===== src/rtl/inventory_pkg.sv =====
// Shared types and defaults for the inventory tracker slice.
package inventory_pkg;

  localparam int DEF_NUM_SLOTS = 8;
  localparam int DEF_COUNT_W   = 3;

  typedef logic [DEF_COUNT_W-1:0] count_t;

  typedef enum logic [1:0] {
    IDLE,
    DEC,
    ACK
  } state_t;

  // Slot index width never drops below one bit, even for a single slot.
  function automatic int idx_width(input int n);
    return (n > 1) ? $clog2(n) : 1;
  endfunction

endpackage


===== src/rtl/inventory_slot_array.sv =====
// Per-slot count register file: one write port, two combinational read ports, status vectors.
// Low-stock vector exists only when LOW_STOCK_EN is defined.
module inventory_slot_array
  import inventory_pkg::*;
#(
  parameter int NUM_SLOTS  = DEF_NUM_SLOTS,
  parameter int COUNT_W    = DEF_COUNT_W,
  parameter int IDX_W      = idx_width(NUM_SLOTS),
  parameter int LOW_THRESH = 1
) (
  input  logic                 clk,
  input  logic                 rst,
  input  logic                 we,
  input  logic [IDX_W-1:0]     waddr,
  input  logic [COUNT_W-1:0]   wdata,
  input  logic [IDX_W-1:0]     dec_addr,
  output logic [COUNT_W-1:0]   dec_count,
  input  logic [IDX_W-1:0]     sel_addr,
  output logic [COUNT_W-1:0]   sel_count,
  output logic [NUM_SLOTS-1:0] empty_vec
`ifdef LOW_STOCK_EN
  ,
  output logic [NUM_SLOTS-1:0] low_vec
`endif
);

  localparam logic [IDX_W:0] SLOT_LIMIT = (IDX_W + 1)'(NUM_SLOTS);

  logic [COUNT_W-1:0] count_q [NUM_SLOTS];

  logic waddr_ok;
  logic dec_addr_ok;
  logic sel_addr_ok;

  assign waddr_ok    = ({1'b0, waddr} < SLOT_LIMIT);
  assign dec_addr_ok = ({1'b0, dec_addr} < SLOT_LIMIT);
  assign sel_addr_ok = ({1'b0, sel_addr} < SLOT_LIMIT);

  always_ff @(posedge clk or negedge rst) begin
    if (!rst) begin
      for (int i = 0; i < NUM_SLOTS; i++) begin
        count_q[i] <= '0;
      end
    end else if (we && waddr_ok) begin
      count_q[waddr] <= wdata;
    end
  end

  // Out-of-range reads return zero so callers see them as empty slots.
  assign dec_count = dec_addr_ok ? count_q[dec_addr] : '0;
  assign sel_count = sel_addr_ok ? count_q[sel_addr] : '0;

`ifdef LOW_STOCK_EN
  localparam logic [COUNT_W-1:0] THRESH = COUNT_W'(LOW_THRESH);
`endif

  for (genvar i = 0; i < NUM_SLOTS; i++) begin : g_status
    assign empty_vec[i] = (count_q[i] == '0);
`ifdef LOW_STOCK_EN
    assign low_vec[i] = (count_q[i] != '0) && (count_q[i] <= THRESH);
`endif
  end

endmodule


===== src/rtl/inventory_tracker.sv =====
// Inventory tracker: per-slot counts, 4-phase dispense handshake, restock writes, registered status.
// Optional low-stock mask enabled by defining LOW_STOCK_EN.
module inventory_tracker
  import inventory_pkg::*;
#(
  parameter int NUM_SLOTS  = DEF_NUM_SLOTS,
  parameter int COUNT_W    = DEF_COUNT_W,
  parameter int IDX_W      = idx_width(NUM_SLOTS),
  parameter int LOW_THRESH = 1
) (
  input  logic                 clk,
  input  logic                 rst,
  input  logic [IDX_W-1:0]     sel_index,
  input  logic                 dispense_req,
  output logic                 dispense_done,
  output logic                 dispense_err,
  input  logic                 restock_valid,
  input  logic [IDX_W-1:0]     restock_index,
  input  logic [COUNT_W-1:0]   restock_count,
  output logic                 restock_ready,
  output logic                 item_available,
  output logic [NUM_SLOTS-1:0] empty_mask,
  output logic [NUM_SLOTS-1:0] low_stock_mask
);

  state_t               state;
  logic [IDX_W-1:0]     idx_q;
  logic                 err_q;
  logic [COUNT_W-1:0]   dec_count;
  logic [COUNT_W-1:0]   sel_count;
  logic [NUM_SLOTS-1:0] empty_vec;
  logic                 dec_ok;
  logic                 we;
  logic [IDX_W-1:0]     waddr;
  logic [COUNT_W-1:0]   wdata;

  // Out-of-range slots read as zero, so one test covers both refusal causes.
  assign dec_ok        = (dec_count != '0);
  assign restock_ready = (state != DEC);

  always_comb begin
    we    = 1'b0;
    waddr = restock_index;
    wdata = restock_count;
    if (state == DEC) begin
      we    = dec_ok;
      waddr = idx_q;
      wdata = dec_count - COUNT_W'(1);
    end else if (restock_valid) begin
      we = 1'b1;
    end
  end

  always_ff @(posedge clk or negedge rst) begin
    if (!rst) begin
      state         <= IDLE;
      idx_q         <= '0;
      err_q         <= 1'b0;
      dispense_done <= 1'b0;
      dispense_err  <= 1'b0;
    end else begin
      unique case (state)
        IDLE: begin
          dispense_done <= 1'b0;
          dispense_err  <= 1'b0;
          if (dispense_req) begin
            idx_q <= sel_index;
            state <= DEC;
          end
        end
        DEC: begin
          err_q <= !dec_ok;
          state <= ACK;
        end
        ACK: begin
          if (!dispense_req) begin
            dispense_done <= 1'b0;
            dispense_err  <= 1'b0;
            state         <= IDLE;
          end else begin
            dispense_done <= 1'b1;
            dispense_err  <= err_q;
          end
        end
        default: state <= IDLE;
      endcase
    end
  end

  always_ff @(posedge clk or negedge rst) begin
    if (!rst) begin
      empty_mask     <= '1;
      item_available <= 1'b0;
    end else begin
      empty_mask     <= empty_vec;
      item_available <= (sel_count != '0);
    end
  end

`ifdef LOW_STOCK_EN
  logic [NUM_SLOTS-1:0] low_vec;

  always_ff @(posedge clk or negedge rst) begin
    if (!rst) begin
      low_stock_mask <= '0;
    end else begin
      low_stock_mask <= low_vec;
    end
  end
`else
  assign low_stock_mask = '0;
`endif

  inventory_slot_array #(
    .NUM_SLOTS (NUM_SLOTS),
    .COUNT_W   (COUNT_W),
    .IDX_W     (IDX_W),
    .LOW_THRESH(LOW_THRESH)
  ) u_slots (
    .clk      (clk),
    .rst      (rst),
    .we       (we),
    .waddr    (waddr),
    .wdata    (wdata),
    .dec_addr (idx_q),
    .dec_count(dec_count),
    .sel_addr (sel_index),
    .sel_count(sel_count),
    .empty_vec(empty_vec)
`ifdef LOW_STOCK_EN
    ,
    .low_vec  (low_vec)
`endif
  );

endmodule


===== config.mk =====
export PLATFORM = sky130hd
export DESIGN_NAME = inventory_tracker
export DESIGN_NICKNAME = d
export VERILOG_FILES = /design/src/rtl/inventory_pkg.sv /design/src/rtl/inventory_slot_array.sv /design/src/rtl/inventory_tracker.sv
export SDC_FILE = /design/constraint.sdc
export NUM_CORES = 1
export LEC_CHECK = 0
export ABC_CLOCK_PERIOD_IN_PS = 3450
export CAP_MARGIN = 30
export CORE_ASPECT_RATIO = 2
export CORE_MARGIN = 2
export CORE_UTILIZATION = 52
export CTS_CLUSTER_SIZE = 25
export DETAILED_ROUTE_END_ITERATION = 8
export PLACE_DENSITY = 0.78
export SYNTH_ARGS = -nofsm -noshare
export SYNTH_HDL_FRONTEND = slang
export SYNTH_SLANG_ARGS = --single-unit

===== constraint.sdc =====
create_clock -name clk -period 3.45 [get_ports clk]
set_input_delay 0.69 -clock clk [delete_from_list [all_inputs] [get_ports clk]]
set_output_delay 0.69 -clock clk [all_outputs]
set_load 0.01 [all_outputs]

==> impl_metrics.yaml, run 1 <==
clocking:
  root_buffer: "clkbuf_8"
  post_cts_buffers: 0
  clockBufferDepth: 2
  cts_resized: 0
  clk_latency_ns: 0.29
  path_clk_slew_ns: 0.07
  cts_buffers: 5
  htreeDepth: 2
  holdBufCountCts: 0
  clkSinkCount: 41
  cts_tree: "done"
cells_and_area:
  area_growth_pct: 16.3
  fill_cells: 315
  antenna_cells: 0
  fin_nets: 188
  drive_gt1_frac: 0.293
logic_synthesis:
  syn_avg_cell_area_um2: 13.4
  syn_inst: 149
  ys_types: 29
  yosys_warnings: 0
  ys_seq_elements: 41
  yosysSeqAreaShare: 0.518
  synth_top_area_share: 0.413
  synth.area.top_cells: "dfrtp_1 (41%), mux2_2 (16%), dfstp_2 (11%), mux4_1 (5.3%), mux2i_1 (4.5%)"
  synth_top_cell_by_area: "dfrtp_1"
  netlist_area_um2: 2000
placement:
  gp_congestion: 0.856
  pre_cts_ws_ns: 0.489
  dpl.hpwl_um: 3220
  portBuffers: 24
power:
  p_per_area_nw_per_um2: 945
  switchingPower_uw: 767
  combPwrFrac: 0.415
  p_leak_nw: 1.00
  switching_share: 0.349
  p_int_mw: 1.43
  pwr-share-clk: 0.147
  ir_worst_vdd_mv: 0.526
  seqPwrFrac: 0.438
  finalPower_mw: 2.20
setup_path:
  startpoint_type: "flip-flop"
  crit_path_end_kind: "flip-flop"
  cp.required_ns: 3.63
  crit_family: "multiplexers"
  path_buf_inv: 0
  worstPathMaxFanout: 11
  critical_path.cell_chain: "mux2i_1 -> mux4_2 -> ha_1 -> ha_1 -> nor4bb_1 -> a31o_2 -> nor2b_1 -> mux2_2"
  crit_start: "idx_q[0]$_DFFE_PN0P_"
  arrival_ns: 3.20
  cp_slowest_cell: "dfrtp_1"
  critPathKind: "reg -> reg"
  crit_top_cell: "ha_1"
  reg2reg_from: "idx_q[0]$_DFFE_PN0P_"
  critPathMaxStageDelay_ns: 0.68
timing:
  setup_violations: 0
  final.min_clock_period_ns: 3.02
  setup_tns_ns: 0
  fin_ws_ns: 0.428
  final_hold_viol_count: 0
  fin_skew_ns: 0.00219
  slew_headroom: 0.426
  fin_crit_sh: 0.876
  rsz0062_at_grt: "false"
  slew_violations: 0
  max_freq_mhz: 331
  worstMarginPinSlew_ns: 0.861
  hold-worst-slack_ns: 0.442
worst_hold_path:
  hp-start: "u_slots.count_q[13]$_DFFE_PN0P_"
  worstHoldPathType: "reg -> reg"
grt:
  overflow: 0
  grt_max_degree: 42
  grt_pass1_wl_um: 6610
  track_usage: 0.218
  grt_pass1_vias: 1361
  antenna_found_initial: 0
floorplanning:
  pin_count: 33
  die_h_um: 91.7
  fp-row-count: 31
  initial_core_util: 0.548
  dieArea_um2: 4390
  die_w_um: 47.8
  core_area_um2: 3650
routing:
  first_pass_iters: 4
  ant_nets: 0
  drt-total-wl_um: 4150
  wl_per_cell_um: 18.6
  first_iter_violations: 19
  num_vias: 1255
  vias_per_cell: 5.63
  drc: 0
flow_run:
  drv_cap: 0
outcome:
  status: "completed"
-- per-layer routing --
layer / GRT usage / vias to the layer above / wire [um]
met2: 0.356 / 37 / 2330
met5: 0 / - / 0
met4: 0.122 / 0 / 167
met1: 0.245 / 630 / 1490
li1: - / 574 / -
met3: 0.0492 / 14 / 162
-- synthesized netlist by cell type --
cell	number
a31o_2	1
a31oi_1	2
and3_1	1
buf_2	3
buf_4	8
buf_6	1
clkbuf_1	2
conb_1	1
dfrtp_1	33
dfstp_2	8
ha_1	2
inv_1	4
mux2_2	28
mux2_4	1
mux2i_1	9
mux4_1	4
mux4_2	3
nand2_1	8
nand2b_1	2
nand3_1	1
nor2_1	4
nor2b_1	1
nor3_1	8
nor3b_1	3
nor4b_1	1
nor4bb_1	2
o21ai_0	4
o21ai_1	3
o21ba_2	1
-- final timing paths --
kind / end / slack, ns / cells after the start
max in group asynchronous: state[0]$_DFFE_PN0P_ / 2.40 / 1
min in group asynchronous: dispense_done$_DFFE_PN0P_ / 0.50 / 1
hold reg to reg: empty_mask[3]$_DFF_PN1_ / 0.44 / 1
setup reg to reg: u_slots.count_q[19]$_DFFE_PN0P_ / 0.43 / 8
setup / recovery: u_slots.count_q[19]$_DFFE_PN0P_ / 0.43 / 8
hold / removal: empty_mask[3]$_DFF_PN1_ / 0.44 / 1
-- sequential cells by signal, summed over array words and instances, names as in the netlist --
register / flops
empty_mask: 8
dispense_done: 1
state: 2
dispense_err: 1
item_available: 1
idx_q: 3
err_q: 1
u_slots.count_q: 24
-- cells in the final DEF (no fill, tap or decap) --
cell type and instances:
a31o_2 1, a31oi_1 2, and3_1 1, buf_2 1, clkbuf_8 6, clkdlybuf4s50_1 23, clkinv_2 1, clkinv_4 1
conb_1 8, dfrtp_1 33, dfstp_2 8, ha_1 2, inv_1 4, mux2_2 28, mux2_4 1, mux2i_1 9
mux4_1 4, mux4_2 3, nand2_1 8, nand2b_1 2, nand3_1 1, nor2_1 4, nor2b_1 1, nor3_1 8
nor3b_1 3, nor4b_1 1, nor4bb_1 2, o21ai_0 4, o21ai_1 3, o21ba_2 1
-- metrics by stage --
step,std cells,utilization,area [um^2]
after floorplan,156,-,2030
after global placement,215,0.611,2230
after detailed placement,215,0.611,2230
after CTS,223,0.638,2320
after global routing,223,0.638,2320
final,223,0.638,2320
-- cell type report --
| class | instances | area [um^2] | area share |
|---|---|---|---|
| clock buffer | 6 | 82.6 | 0.0355 |
| tap | 49 | 61.3 | 0.0264 |
| sequential | 41 | 1040 | 0.446 |
| clock inverter | 2 | 13.8 | 0.00592 |
| timing repair buffer | 24 | 235 | 0.101 |
| inverter | 4 | 15.0 | 0.00646 |
| multi-input combinational | 97 | 881 | 0.379 |
-- cells by family (layout without fill, tap and decap cells) --
logic type,count (synthesis),in the layout,synth area share
muxes,45,45,0.297
DFF,41,41,0.518
and+or+nand+nor,31,31,0.0832
buffers and inverters,18,36,0.0544
AOI/OAI and AO/OA,11,11,0.0332
adders and majority gates,2,2,0.0125
other,1,8,0.00188
-- power groups by stage --
stage          Sequential [mW]  Combinational, mW  Clock (mW)
3_3_place_gp             0.955              0.891           0
3_5_place_dp             0.971              0.914           0
4_1_cts                  0.961              0.920       0.330
2_1_floorplan            0.888              0.660           0
6_report                 0.962              0.912       0.322
5_1_grt                  0.999              0.990       0.354
Note: power is estimated with default switching activity, not from simulation.
==> inputs of run 2 (changes only) <==
Settings changed: ABC_CLOCK_PERIOD_IN_PS 3450 to default, SLEW_MARGIN from default to 20, TNS_END_PERCENT from default to 100.
==> run 2 against run 1 <==
  * Clock-buffer cell count stayed put
  * Clock skew is 0.0019 ns higher
  * Largest cell class unchanged
  * Largest power group unchanged
  * Non-clock buffer count is 1 higher
  * Global-route usage stayed put
  * Critical path depth stayed put
  * Worst hold slack worse by 0.22 ns
  * Wire length is 0.12% higher
  * Combinational power hardly changed
  * First-iteration DRC count is 37% lower
==> impl_metrics.yaml, run 2 (synthesized netlist as in run 1, its figures left out) <==
cells_and_area:
  largest_register: "u_slots.count_q"
  fin_area_um2: 2340
  mostFrequentLayoutCells: "dfrtp_1 (33), mux2_2 (28), clkdlybuf4s50_1 (23)"
  drive_gt1_frac: 0.297
  final_core_util: 0.643
  area_growth_pct: 17.3
  fill_cells: 313
  final_common_cell: "dfrtp_1"
  fin_nets: 189
  largest_reg_flops: 24
  largestRegisters: "u_slots.count_q: 24 flops, empty_mask: 8 flops, idx_q: 3 flops"
  antenna_cells: 0
timing:
  final.min_clock_period_ns: 3.02
  setup_violations: 0
  hold-worst-slack_ns: 0.218
  rsz0062_at_grt: "false"
  final_hold_viol_count: 0
  setup_tns_ns: 0
  fin_crit_sh: 0.876
  slew_headroom: 0.583
  worstMarginPinSlew_ns: 0.624
  slew_violations: 0
  fin_skew_ns: 0.00414
  max_freq_mhz: 331
setup_path:
  critPathKind: "reg -> reg"
  r2r_end: "u_slots.count_q[19]$_DFFE_PN0P_"
  r2r_cells: 8
  critPathMaxStageDelay_ns: 0.67
  regToRegSetupSlack_ns: 0.43
  crit_top_cell: "ha_1"
  reg2reg_from: "idx_q[0]$_DFFE_PN0P_"
  critical_path.cell_chain: "mux2i_1 -> mux4_2 -> ha_1 -> ha_1 -> nor4bb_1 -> a31o_2 -> nor2b_1 -> mux2_2"
  cp.required_ns: 3.63
  arrival_ns: 3.20
  startpoint_type: "flip-flop"
  worstPathMaxFanout: 11
  cp_slowest_cell: "dfrtp_1"
  crit_path_end_kind: "flip-flop"
outcome:
  status: "completed"
routing:
  num_vias: 1265
  wl_per_cell_um: 18.6
  ant_nets: 0
  first_pass_iters: 4
  first_iter_violations: 12
  vias_per_cell: 5.65
  drc: 0
  drt-total-wl_um: 4160
power:
  p_per_area_nw_per_um2: 937
  finalPower_mw: 2.20
  ir_worst_vdd_mv: 0.521
  p_leak_nw: 1.01
grt:
  grt_pass1_wl_um: 6610
  grt_max_degree: 42
  grt_pass1_vias: 1361
  antenna_found_initial: 0
  overflow: 0
  track_usage: 0.218
clocking:
  clockBufferDepth: 2
  cts_resized: 0
  post_cts_buffers: 0
  root_buffer: "clkbuf_8"
  clk_latency_ns: 0.29
  htreeDepth: 2
  path_clk_slew_ns: 0.08
  cts_tree: "done"
  cts_buffers: 5
  clkSinkCount: 41
  holdBufCountCts: 0
placement:
  gp_congestion: 0.856
  placed_area_um2: 2230
  dpl.hpwl_um: 3220
  portBuffers: 24
floorplanning:
  pin_count: 33
  die_w_um: 47.8
  initial_core_util: 0.548
  fp-row-count: 31
  dieArea_um2: 4390
  core_area_um2: 3650
  die_h_um: 91.7
flow_run:
  drv_cap: 0
worst_hold_path:
  worstHoldPathType: "in -> async"
==> run 2: metal layers <==
metal / up-vias / track usage / share of wire
met5: - / 0 / 0
met4: 0 / 0.122 / 0.039
met3: 14 / 0.0492 / 0.036
met2: 35 / 0.356 / 0.56
met1: 642 / 0.245 / 0.36
li1: 574 / - / -
==> run 2: worst max-delay path by stage <==
stage	from	endpoint	slack (ns)	depth (start not counted)
final	idx_q[0]$_DFFE_PN0P_	u_slots.count_q[19]$_DFFE_PN0P_	0.43	8
after detailed placement	idx_q[0]$_DFFE_PN0P_	u_slots.count_q[19]$_DFFE_PN0P_	0.49	8
after CTS	idx_q[0]$_DFFE_PN0P_	u_slots.count_q[19]$_DFFE_PN0P_	0.46	8
after floorplan	idx_q[1]$_DFFE_PN0P_	u_slots.count_q[18]$_DFFE_PN0P_	0.83	8
after global placement	idx_q[0]$_DFFE_PN0P_	u_slots.count_q[22]$_DFFE_PN0P_	0.57	8
after global routing	idx_q[0]$_DFFE_PN0P_	u_slots.count_q[19]$_DFFE_PN0P_	0.32	8
==> run 2: report_power, final <==
group,total (mW),leakage [nW],internal (mW),switching (mW)
Sequential,0.964,0.484,0.745,0.219
Clock,0.322,0.0512,0.162,0.160
Combinational,0.913,0.478,0.525,0.388
==> run 2: cell type report <==
class | count | area, um^2 | area share
timing repair buffer | 25 | 255 | 0.109
clock inverter | 2 | 13.8 | 0.00587
inverter | 4 | 15.0 | 0.00640
sequential | 41 | 1040 | 0.442
tap | 49 | 61.3 | 0.0261
clock buffer | 6 | 82.6 | 0.0352
multi-input combinational | 97 | 881 | 0.376
==> run 2: worst max-delay path, delay by kind of cell (launching register included) <==
family / cells / cell delay (ns)
mux: 3 / 1.09
fa+ha+maj: 2 / 0.43
compound gates: 1 / 0.18
flops: 1 / 0.67
simple gates: 2 / 0.54
==> run 2: metrics by stage <==
stage	setup slack (ns)	cells
final	0.429	224
after floorplan	0.830	156
after detailed placement	0.489	215
after global routing	0.316	224
after global placement	0.567	215
after CTS	0.460	223
